<file path="src/rtl/lib_io_pkg.sv">
// Shared I/O types for the interrupt hub: transmit request, receive view and
// transmit-slot state, plus the channel-index width helper.
package lib_io;

    localparam int IO_NCH = 2;
    localparam int IO_DW  = 8;

    function automatic int ch_width(input int n);
        return (n > 1) ? $clog2(n) : 1;
    endfunction

    localparam int IO_CW = ch_width(IO_NCH);

    typedef struct packed {
        logic             w_req;
        logic [IO_CW-1:0] w_ch;
        logic [IO_DW-1:0] w_data;
    } io_tx_req_t;

    typedef struct packed {
        logic             irr;
        logic [IO_CW-1:0] intr_ch;
        logic [IO_DW-1:0] r_data;
    } io_rx_view_t;

    typedef enum logic {
        TX_IDLE = 1'b0,
        TX_HOLD = 1'b1
    } tx_state_t;

endpackage

</file>
<file path="src/rtl/io_fifo.sv">
// Per-channel receive FIFO with a combinational head. A push into a full FIFO
// is accepted only if a pop frees the slot in the same cycle.
module io_fifo #(
    parameter int DW    = 8,
    parameter int DEPTH = 4
) (
    input  logic          clk,
    input  logic          rst,
    input  logic          push,
    input  logic          pop,
    input  logic [DW-1:0] din,
    output logic [DW-1:0] dout,
    output logic          full,
    output logic          empty,
    output logic          overflow
);

    localparam int AW = $clog2(DEPTH);

    logic [AW-1:0] rd_ptr_reg;
    logic [AW-1:0] wr_ptr_reg;
    logic [AW:0]   cnt_reg;
    logic [DW-1:0] mem [DEPTH];
    logic          push_ok;
    logic          pop_ok;

    assign full     = (cnt_reg == (AW+1)'(DEPTH));
    assign empty    = (cnt_reg == '0);
    assign pop_ok   = pop & ~empty;
    assign push_ok  = push & (~full | pop_ok);
    assign overflow = push & full & ~pop_ok;
    assign dout     = mem[rd_ptr_reg];

    always_ff @(posedge clk or posedge rst) begin
        if (rst) begin
            rd_ptr_reg <= '0;
            wr_ptr_reg <= '0;
            cnt_reg    <= '0;
        end else begin
            if (push_ok) wr_ptr_reg <= wr_ptr_reg + 1'b1;
            if (pop_ok)  rd_ptr_reg <= rd_ptr_reg + 1'b1;
            case ({push_ok, pop_ok})
                2'b10:   cnt_reg <= cnt_reg + 1'b1;
                2'b01:   cnt_reg <= cnt_reg - 1'b1;
                default: cnt_reg <= cnt_reg;
            endcase
        end
    end

    // Storage carries no reset; validity is tracked entirely by cnt_reg.
    always_ff @(posedge clk) begin
        if (push_ok) mem[wr_ptr_reg] <= din;
    end

endmodule

</file>
<file path="src/rtl/io_intr_hub.sv">
// Multi-channel receive hub with fixed-priority interrupt arbitration and a
// single-slot transmit port toward a ready/valid sink.
module io_intr_hub
    import lib_io::*;
#(
    parameter int NCH   = 2,
    parameter int DW    = 8,
    parameter int DEPTH = 4,
    parameter int CW    = ch_width(NCH)
) (
    input  logic              clk,
    input  logic              rst,
    input  logic              intr_en,
    input  logic [NCH-1:0]    intr_mask,
    input  logic [NCH-1:0]    rx_valid,
    input  logic [NCH*DW-1:0] rx_data,
    input  logic              ack,
    output logic              irr,
    output logic [CW-1:0]     intr_ch,
    output logic [DW-1:0]     r_data,
    output logic [NCH-1:0]    ovf,
    input  logic [NCH-1:0]    ovf_clr,
    input  logic              w_req,
    input  logic [CW-1:0]     w_ch,
    input  logic [DW-1:0]     w_data,
    output logic              w_busy,
    output logic              w_drop,
    output logic              tx_valid,
    output logic [CW-1:0]     tx_ch,
    output logic [DW-1:0]     tx_data,
    input  logic              tx_ready
);

    logic [NCH-1:0] empty;
    logic [NCH-1:0] full_unused;
    logic [NCH-1:0] pop;
    logic [NCH-1:0] ovf_set;
    logic [NCH-1:0] pend;
    logic [DW-1:0]  head [NCH];
    logic [NCH-1:0] ovf_reg;

    genvar gi;
    generate
        for (gi = 0; gi < NCH; gi++) begin : g_ch
            io_fifo #(.DW(DW), .DEPTH(DEPTH)) u_fifo (
                .clk      (clk),
                .rst      (rst),
                .push     (rx_valid[gi]),
                .pop      (pop[gi]),
                .din      (rx_data[gi*DW +: DW]),
                .dout     (head[gi]),
                .full     (full_unused[gi]),
                .empty    (empty[gi]),
                .overflow (ovf_set[gi])
            );
            assign pop[gi]  = ack & irr & (intr_ch == CW'(gi));
            assign pend[gi] = ~empty[gi] & intr_mask[gi];
        end
    endgenerate

    // Lowest pending index wins; scan from the top so the last hit is lowest.
    always_comb begin
        intr_ch = '0;
        for (int k = NCH - 1; k >= 0; k--) begin
            if (pend[k]) intr_ch = CW'(k);
        end
    end

    assign irr    = intr_en & (|pend);
    assign r_data = irr ? head[intr_ch] : '0;
    assign ovf    = ovf_reg;

    // Set takes priority over a same-cycle clear.
    always_ff @(posedge clk or posedge rst) begin
        if (rst) ovf_reg <= '0;
        else     ovf_reg <= (ovf_reg & ~ovf_clr) | ovf_set;
    end

    tx_state_t     state_reg, state_next;
    logic [CW-1:0] tx_ch_reg;
    logic [DW-1:0] tx_data_reg;
    logic          w_drop_reg, w_drop_next;
    logic          tx_load;

    always_ff @(posedge clk or posedge rst) begin
        if (rst) begin
            state_reg   <= TX_IDLE;
            tx_ch_reg   <= '0;
            tx_data_reg <= '0;
            w_drop_reg  <= 1'b0;
        end else begin
            state_reg  <= state_next;
            w_drop_reg <= w_drop_next;
            if (tx_load) begin
                tx_ch_reg   <= w_ch;
                tx_data_reg <= w_data;
            end
        end
    end

    always_comb begin
        state_next  = state_reg;
        tx_load     = 1'b0;
        w_drop_next = 1'b0;
        case (state_reg)
            TX_IDLE: begin
                if (w_req) begin
                    tx_load    = 1'b1;
                    state_next = TX_HOLD;
                end
            end
            TX_HOLD: begin
                if (tx_ready) state_next  = TX_IDLE;
                if (w_req)    w_drop_next = 1'b1;
            end
            default: state_next = TX_IDLE;
        endcase
    end

    assign tx_valid = (state_reg == TX_HOLD);
    assign w_busy   = tx_valid;
    assign tx_ch    = tx_ch_reg;
    assign tx_data  = tx_data_reg;
    assign w_drop   = w_drop_reg;

endmodule

</file>
<file path="config.mk">
export PLATFORM = sky130hd
export DESIGN_NAME = io_intr_hub
export DESIGN_NICKNAME = d
export VERILOG_FILES = /design/src/rtl/lib_io_pkg.sv /design/src/rtl/io_fifo.sv /design/src/rtl/io_intr_hub.sv
export SDC_FILE = /design/constraint.sdc
export NUM_CORES = 1
export LEC_CHECK = 0
export CORE_MARGIN = 5
export CORE_UTILIZATION = 55
export CTS_BUF_LIST = sky130_fd_sc_hd__clkbuf_8
export DETAILED_ROUTE_END_ITERATION = 16
export GPL_TIMING_DRIVEN = 0
export PLACE_DENSITY = 0.89
export SYNTH_ARGS = -nofsm -noshare
export SYNTH_HDL_FRONTEND = slang
export SYNTH_SLANG_ARGS = --single-unit
</file>
<file path="constraint.sdc">
create_clock -name clk -period 3.2 [get_ports clk]
set_input_delay 0.64 -clock clk [delete_from_list [all_inputs] [get_ports clk]]
set_output_delay 0.64 -clock clk [all_outputs]
set_load 0.01 [all_outputs]
</file>
# After elaboration in Yosys (flattened, before gate mapping)
# Memories as Yosys holds them, arrays and structs flattened.
# Cells that the tools add are included.
# op_classes
n_addsub	8
order_cmp	1
n_eq_ne	6
mux	17
bitwise_logic	28
reduce_logical	5
# op_table
cell	count
$mux W8	4
$and A1 B1 Y1	14
$pmux W3 S2	2
$mux W1	10
$add A2 B1 Y2 const B	4
$not A1 Y1	8
$add A3 B1 Y3 const B	2
$eq A3 B3 Y1 const B	2
$logic_not A3 Y1	2
$sub A3 B1 Y3 const B	2
$eq A2 B1 Y1 const B	2
$eq A2 B2 Y1 const B	2
$reduce_bool A2 Y1	2
$and A2 B2 Y2	1
$ge A2 B2 Y1 const B	1
$not A1 Y2	1
$not A2 Y2	1
$or A1 B1 Y1	2
$or A2 B2 Y2	1
$pmux W1 S2	1
$reduce_or A2 Y1	1
# word_totals
regBits	27
ramBits	64
out_inout_bits	24
n_memories	2
# mem_list
name	words	word_bits	rd	rd_ports_with_merged_regs	write_ports	line_no	rtl
g_ch[0].u_fifo.mem	4	8	1	0	1	io_fifo.sv:23	logic [DW-1:0] mem [DEPTH];
g_ch[1].u_fifo.mem	4	8	1	0	1	io_fifo.sv:23	

# Depth between registers and ports, before layout
# Gate-level depths: netlist of run 1.
# logic_depth
ltp_word	12
ltp_mapped	9

# By module
# Synthesis of run 1 repeated with hierarchy kept, for this count alone.
# hier_totals
cells_unflattened	257
area_unflattened_um2	4117.7
# by_module_without_submodules
module	n_inst	cells_per_inst	area_each_um2	seq_area_each_um2
io_fifo (g_ch[1].u_fifo)	1	94	1685.4	1136.1
io_fifo (g_ch[0].u_fifo)	1	94	1682.9	1136.1
io_intr_hub	1	69	749.5	325.3

# Worst setup path after synthesis of run 1
# No wires, ideal clock.
# synth_timing
path_type	input -> register
start	in rx_valid[1]
end	reg g_ch[1].u_fifo.cnt_reg[2]
t_arrival_ns	2.168
required_time_ns	3.121
setup_slack_ns	0.953
stages	8
n_path_buf	0
path_cell_list	and4_1 -> a32oi_4 -> ha_1 -> inv_1 -> fa_1 -> xor2_1 -> nor2_1 -> xor2_1
# synth_via
elab_chain_cells	3
# synth_rtl
element	line_no	rtl
start, declared	io_intr_hub.sv:15	input logic [NCH-1:0] rx_valid,
$and A1 B1 Y1 (*)	io_fifo.sv:30	assign push_ok = push & (~full | pop_ok);
$eq A2 B1 Y1 / $eq A2 B2 Y1 (equally long branches)	io_fifo.sv:42	case ({push_ok, pop_ok})
$pmux W3 S2 / $reduce_bool A2 Y1 (equally long branches)	--	
end signal, assigned	io_fifo.sv:43	2'b10: cnt_reg <= cnt_reg + 1'b1;
end signal, assigned	io_fifo.sv:44	2'b01: cnt_reg <= cnt_reg - 1'b1;
end signal, assigned	io_fifo.sv:45	default: cnt_reg <= cnt_reg;
end, declared	io_fifo.sv:22	logic [AW:0] cnt_reg;
# Every way passes the cells marked *; elsewhere a longest branch is shown, timed or not.
# A chain may end at the register's enable or synchronous reset.

# Worst setup path after layout of run 1
# layout_timing
start	in intr_en
end	out irr
# layout_via
elab_chain_cells	1
# layout_rtl
element	line_no	rtl
start, declared	io_intr_hub.sv:13	input logic intr_en,
$and A1 B1 Y1	io_intr_hub.sv:69	assign irr = intr_en & (|pend);
end, declared	io_intr_hub.sv:18	output logic irr,
# Every way passes these cells.

==> summary.md, run 1 <==
| Metric | Value |
|---|---|
| Status | `complete, no violations` |
| Pin count of the biggest net entering global routing | `28` |
| Grt ovf | `0` |
| Final WS setup | `0.103 ns` |
| Die Ht | `94.0 um` |
| Pre-CTS worst setup slack | `0.0493 ns` |
| Synthesized flop and latch total | `91` |
| Initial Utilization | `0.568` |
| Number of clock sinks | `91` |
| Ant diodes | `0` |
| Power Total | `0.00378 W` |
| Warnings from Yosys | `0` |
| DR DRC count | `0` |
| Initial antenna violation count | `0` |
| Total number of vias | `2156` |
| Setup violators final | `0` |
| Hold Vio Cnt, Final | `0` |
| PwrDens | `783 mW/mm^2` |
| Final design utilization | `0.707` |
| Worst Hold Class | `reg2reg` |
| Seq/Total Area, Yosys | `0.670` |
| Core Area | `0.00683 sq mm` |
| Worst slew margin | `0.300` |
| Final Cell Area | `0.00483 sq mm` |
| LEAKAGE | `1.82 nW` |
| Number of synthesized flops with an enable pin | `64` |
| Fmax | `323 MHz` |
| Router iterations before antenna repair | `4` |
| Multi-input logic area | `0.00117 sq mm` |
| First-pass GRT wire length | `11.8 mm` |
| Crit path top cell by count | `clkdlybuf4s50_1` |
| Area grow syn2layout | `24.6%` |
| Clock transition at path regs | `0.08 ns` |
| Final HPWL DP | `5.04 mm` |
| Count of buffers from port buffering | `60` |
| Post-synth top flop | `edfxtp_1` |
| Clock skew | `0.00848 ns` |
| Die Span X | `94.0 um` |
| Top Ports | `61` |
| Critical path class | `in2out` |
| TritonCTS clock tree | `yes` |
| Register area | `0.00260 sq mm` |
| Worst-case clock buffer depth | `2` |
| Final net count | `351` |
| CTS Hold Bufs | `0` |
| CP Launch Type | `input pin` |
| Post-synth ARST share | `0.297` |
| Clock Latency Late Sink | `0.36 ns` |
| Max Cap Viol | `0` |
| Worst-margin pin slew | `1.05 ns` |
| Worst-path maximum fanout | `10` |
| Share of layout cells above drive strength 1 | `0.186` |
| Critical-path cell list | `clkdlybuf4s50_1 > clkbuf_1 > a21boi_0 > clkdlybuf4s50_1` |
| DR WL/cell | `17.6 um` |
| Drt total wl | `7.10 mm` |
| Setup TNS | `0 ns` |
| Post-synthesis cell count | `230` |
| Max reg flops | `64` |
| CTS Root Cell | `clkbuf_8` |
| All-Layer GR Usage | `0.178` |
| Setup crit end kind | `output port` |
| Final Max Tran Viols | `0` |
| Endpoint arrival time on the critical path | `2.46 ns` |
| Fin crit share | `0.968` |
| Die Area | `0.00883 sq mm` |
| Synth Area per Inst | `16.9 sq um` |
| Number of fill cells | `458` |
| Vias in the first global route | `2382` |
| Syn_nets | `279` |
| TritonCTS buffer count | `9` |
| Worst path bufs/invs | `3` |
| Post-DP Area | `0.00460 sq mm` |
| H-tree levels | `3` |
| GP Congestion | `0.748` |
| Vias/cell | `5.35` |
| CP max stage cell | `clkdlybuf4s50_1` |
| Detailed Route Iter0 Violations | `108` |
| Delay-heaviest family, CP | `buffers and inverters` |
| Row Count | `30` |
| Post-route ant nets | `0` |
| Post-synth cell types | `37` |
| Final min period | `3.10 ns` |
| Max incr delay on CP | `0.61 ns` |
| Worst Path Required | `2.56 ns` |
| Worst vdd ir | `0.351 mV` |
| Cell area after synthesis | `0.00388 sq mm` |
[repair_timing]
| item | 4_1_cts | 5_1_grt |
|---|---|---|
| endpoints found under the hold margin | 0 | 0 |
| resized for setup | 0 | 6 |
| setup buffers | 0 | 1 |
| setup endpoints to repair | 0 | 6 |
[final timing paths]
kind | start | end | slack (ns) | depth (start not counted)
max in group asynchronous | rst | g_ch[1].u_fifo.cnt_reg[0] | 1.73 | 2
worst min register to register | tx_data[5] | tx_data[5] | 0.51 | 1
worst min-delay path | tx_data[5] | tx_data[5] | 0.51 | 1
worst max register to register | g_ch[0].u_fifo.cnt_reg[0] | g_ch[1].u_fifo.cnt_reg[2] | 0.82 | 9
min in group asynchronous | rst | g_ch[0].u_fifo.cnt_reg[1] | 0.83 | 2
worst max-delay path | intr_en | irr | 0.10 | 4
[cells in the final DEF (no fill, tap or decap), types with 2 or more instances in the layout]
cell,synthesis,final
and2b_2,4,4
inv_1,18,18
bufinv_16,0,2
nor3_1,2,2
fa_1,2,2
mux4_2,16,16
dlymetal6s2s_1,0,2
clkbuf_8,0,9
a21boi_1,0,2
buf_4,1,2
and2_1,5,5
clkinvlp_4,0,2
mux2i_1,2,2
clkbuf_4,0,2
xnor2_1,5,5
buf_2,4,2
a21boi_0,9,7
xor2_1,7,7
nand2_1,9,9
dfrtp_1,27,27
mux2_2,10,10
nand3_1,10,10
clkbuf_1,3,3
nor2_1,5,5
clkdlybuf4s50_1,0,58
ha_1,10,10
edfxtp_1,64,64
[worst reg2reg max path: stages, from the launching register on]
cell,delay [ns]
dfrtp_1,0.45
o31a_1,0.35
buf_4,0.14
nor3_2,0.30
ha_1,0.24
inv_1,0.06
fa_1,0.37
xor2_1,0.15
nor2_1,0.11
xor2_1,0.15
[kinds of logic (layout without fill, tap and decap cells)]
logic type / Yosys count / after routing / share of synthesized area
flops: 91 / 91 / 0.670
simple gates: 41 / 41 / 0.0594
xor+xnor: 12 / 12 / 0.0271
buf+inv: 27 / 104 / 0.0284
mux: 29 / 29 / 0.131
fa+ha+maj: 12 / 12 / 0.0426
compound gates: 18 / 18 / 0.0416
[where the power goes]
part,internal [W],total (W),switching [W]
Clock,0.000436,0.000829,0.000392
Sequential,0.00158,0.00173,0.000147
Combinational,0.000634,0.00123,0.000597
[stage by stage]
stage,cells,hold WS [ns]
after global routing,403,0.540
after detailed placement,386,0.496
after CTS,402,0.514
after floorplan,230,0.497
final,403,0.511
after global placement,386,0.490
[cell type report]
type | instances | area share
sequential | 91 | 0.538
multi-input combinational | 112 | 0.242
timing repair buffer | 61 | 0.127
clock buffer | 9 | 0.0256
tap | 96 | 0.0249
clock inverter | 7 | 0.0192
inverter | 18 | 0.0140
buffer | 9 | 0.00984
[layer usage]
layer | vias to the layer above | wire length (um) | global-route usage
li1 | 995 | - | -
met1 | 1078 | 3000 | 0.229
met2 | 69 | 3480 | 0.282
met3 | 14 | 465 | 0.0433
met4 | 0 | 153 | 0.0866
met5 | - | 0 | 0
[cells in the mapped netlist (2+ instances only)]
master	number	area [sq um]
edfxtp_1	64	1920
dfrtp_1	27	676
inv_1	18	67.6
mux4_2	16	360
ha_1	10	125
mux2_2	10	113
nand3_1	10	50.1
a21boi_0	9	67.6
nand2_1	9	33.8
xor2_1	7	61.3
and2_1	5	31.3
nor2_1	5	18.8
xnor2_1	5	43.8
and2b_2	4	35.0
buf_2	4	20.0
clkbuf_1	3	11.3
fa_1	2	40.0
mux2i_1	2	20.0
nor3_1	2	10.0
(Power assumes the default switching activity.)
==> inputs of run 2 (changes only) <==
- RECOVER_POWER: unset -> 50
==> summary.md, run 2 (same netlist as run 1, synthesis figures left out) <==
| Metric | Value |
|---|---|
| Final net count | `351 (unchanged)` |
| Pin count of the biggest net entering global routing | `28 (unchanged)` |
| Die Area | `0.00883 sq mm (unchanged)` |
| H-tree levels | `3 (unchanged)` |
| Metal3 WL | `415 um (was 465 um)` |
| Die Span X | `94.0 um (unchanged)` |
| Worst-path maximum fanout | `10 (unchanged)` |
| CTS Hold Bufs | `0 (unchanged)` |
| Critical-path cell list | `clkdlybuf4s50_1 > clkbuf_1 > a21boi_0 > clkdlybuf4s50_1 (unchanged)` |
| Grt ovf | `0 (unchanged)` |
| Core Area | `0.00683 sq mm (unchanged)` |
| Row Count | `30 (unchanged)` |
| Status | `complete, no violations (unchanged)` |
| TritonCTS buffer count | `9 (unchanged)` |
| DR WL/cell | `17.6 um (about the same)` |
| Final HPWL DP | `5.04 mm (unchanged)` |
| Clock transition at path regs | `0.08 ns (about the same)` |
| Highest metal used | `met4 (unchanged)` |
| DR DRC count | `0 (unchanged)` |
| Worst slew margin | `0.296 (was 0.300)` |
| Fin crit share | `0.969 (was 0.968)` |
| Area grow syn2layout | `24.1% (was 24.6%)` |
| Met1 Routed Length | `3.04 mm (was 3.00 mm)` |
| Met2 wire len | `3.49 mm (was 3.48 mm)` |
| Drt total wl | `7.11 mm (was 7.10 mm)` |
| Worst vdd ir | `0.349 mV (was 0.351 mV)` |
| Max incr delay on CP | `0.61 ns (about the same)` |
| Total number of vias | `2142 (was 2156)` |
| Reg-to-Reg Start | `g_ch[1].u_fifo.cnt_reg[0] (was g_ch[0].u_fifo.cnt_reg[0])` |
| Worst Path Required | `2.56 ns (about the same)` |
| CTS Root Cell | `clkbuf_8 (unchanged)` |
| Critical path class | `in2out (unchanged)` |
| Power Total | `0.00377 W (was 0.00378 W)` |
| Max reg flops | `64 (unchanged)` |
| Die Ht | `94.0 um (unchanged)` |
| Share of layout cells above drive strength 1 | `0.179 (was 0.186)` |
| WHS | `0.512 ns (was 0.511 ns)` |
| Final min period | `3.10 ns (about the same)` |
| Detailed Route Iter0 Violations | `97 (was 108)` |
| Delay-heaviest family, CP | `buffers and inverters (unchanged)` |
| All-Layer GR Usage | `0.178 (unchanged)` |
| TritonCTS clock tree | `yes (unchanged)` |
| Fmax | `323 MHz (about the same)` |
| Setup crit end kind | `output port (unchanged)` |
| Most common cell after layout, fill and taps aside | `edfxtp_1 (unchanged)` |
| Endpoint arrival time on the critical path | `2.46 ns (about the same)` |
| Router iterations before antenna repair | `4 (unchanged)` |
| Final Max Tran Viols | `0 (unchanged)` |
| Worst-margin pin slew | `1.05 ns (about the same)` |
| Initial Utilization | `0.568 (unchanged)` |
| Hold Vio Cnt, Final | `0 (unchanged)` |
| Clock skew | `0.00820 ns (was 0.00848 ns)` |
| Number of clock sinks | `91 (unchanged)` |
| Worst path bufs/invs | `3 (unchanged)` |
| Clock Latency Late Sink | `0.36 ns (about the same)` |
| Crit path top cell by count | `clkdlybuf4s50_1 (unchanged)` |
| Setup TNS | `0 ns (unchanged)` |
| Top Ports | `61 (unchanged)` |
| First-pass GRT wire length | `11.8 mm (unchanged)` |
| Vias in the first global route | `2382 (unchanged)` |
| Worst Hold Class | `reg2reg (unchanged)` |
| Commonest cells after routing, fill and taps aside | `edfxtp_1, clkdlybuf4s50_1, dfrtp_1, dlygate4sd3_1, inv_1 (was edfxtp_1, clkdlybuf4s50_1, dfrtp_1, inv_1, mux4_2)` |
| Worst-case clock buffer depth | `2 (unchanged)` |
| Vias/cell | `5.30 (was 5.35)` |
| Initial antenna violation count | `1 (was 0)` |
| Setup violators final | `0 (unchanged)` |
| CP max stage cell | `clkdlybuf4s50_1 (unchanged)` |
| LEAKAGE | `1.82 nW (about the same)` |
| CP Launch Type | `input pin (unchanged)` |
| CP Launch Point | `intr_en (unchanged)` |
| PwrDens | `783 mW/mm^2 (about the same)` |
| GP Congestion | `0.748 (unchanged)` |
| Max Cap Viol | `0 (unchanged)` |
| Post-route ant nets | `0 (unchanged)` |
| Count of buffers from port buffering | `60 (unchanged)` |
| HP Start | `tx_data[5] (unchanged)` |
[run 2: worst register-to-register path, stage by stage (launching register included)]
cell and delay, ns:
dfrtp_1 0.45, or3_4 0.40, a32oi_1 0.59, ha_1 0.30, inv_1 0.06, fa_1 0.37, xor2_1 0.15, nor2_1 0.11
xor2_1 0.15
[run 2: stage by stage]
| stage | instances | cell area (sq um) | utilization | worst slack (ns) |
|---|---|---|---|---|
| global placement | 386 | 4600 | 0.673 | 0.0581 |
| global route | 404 | 4810 | 0.704 | -0.0285 |
| detailed placement | 386 | 4600 | 0.673 | 0.0493 |
| floorplan | 230 | 3880 | - | 0.953 |
| finish | 404 | 4810 | 0.704 | 0.0998 |
| CTS | 402 | 4810 | 0.705 | 0.0400 |
[run 2: final cells by class]
class	instances	area [sq um]
inverters	18	67.6
flip-flops and latches	91	2600
diodes	1	2.50
clock inverters	7	92.6
well taps	96	120
fillers	461	2020
multi-input cells	112	1150
clock buffers	9	124
repair buffers	61	613
plain buffers	9	47.5
[run 2: path summary, 6_finish.rpt]
kind | cells past startpoint | end | slack (ns)
worst max-delay path | 4 | irr | 0.1
worst max register to register | 8 | g_ch[1].u_fifo.cnt_reg[2] | 0.54
worst min-delay path | 1 | tx_data[5] | 0.51
worst min register to register | 1 | tx_data[5] | 0.51
max in group asynchronous | 2 | g_ch[1].u_fifo.cnt_reg[0] | 1.59
min in group asynchronous | 2 | g_ch[0].u_fifo.cnt_reg[1] | 0.97
[run 2: repair_timing]
action / 4_1_cts / 5_1_grt
endpoints found under the setup margin: 0 / 6
buffers inserted: 0 / 1
gates resized for setup: 0 / 6
[run 2: power breakdown]
part | total, W | switching (W) | internal [W]
sequential | 0.00172 | 0.000146 | 0.00158
clock | 0.000830 | 0.000394 | 0.000437
combinational | 0.00121 | 0.000590 | 0.000625
[run 2: per-layer routing]
metal | up-vias | global-route usage
li1 | 997 | -
met1 | 1071 | 0.229
met2 | 60 | 0.282
met3 | 14 | 0.0433
met4 | 0 | 0.0866
met5 | - | 0
==> inputs of run 3 (changes only) <==
- HOLD_SLACK_MARGIN: unset -> 0.15
==> results of run 3 <==
The final DEF is identical to that of run 2; final timing and power are the same.
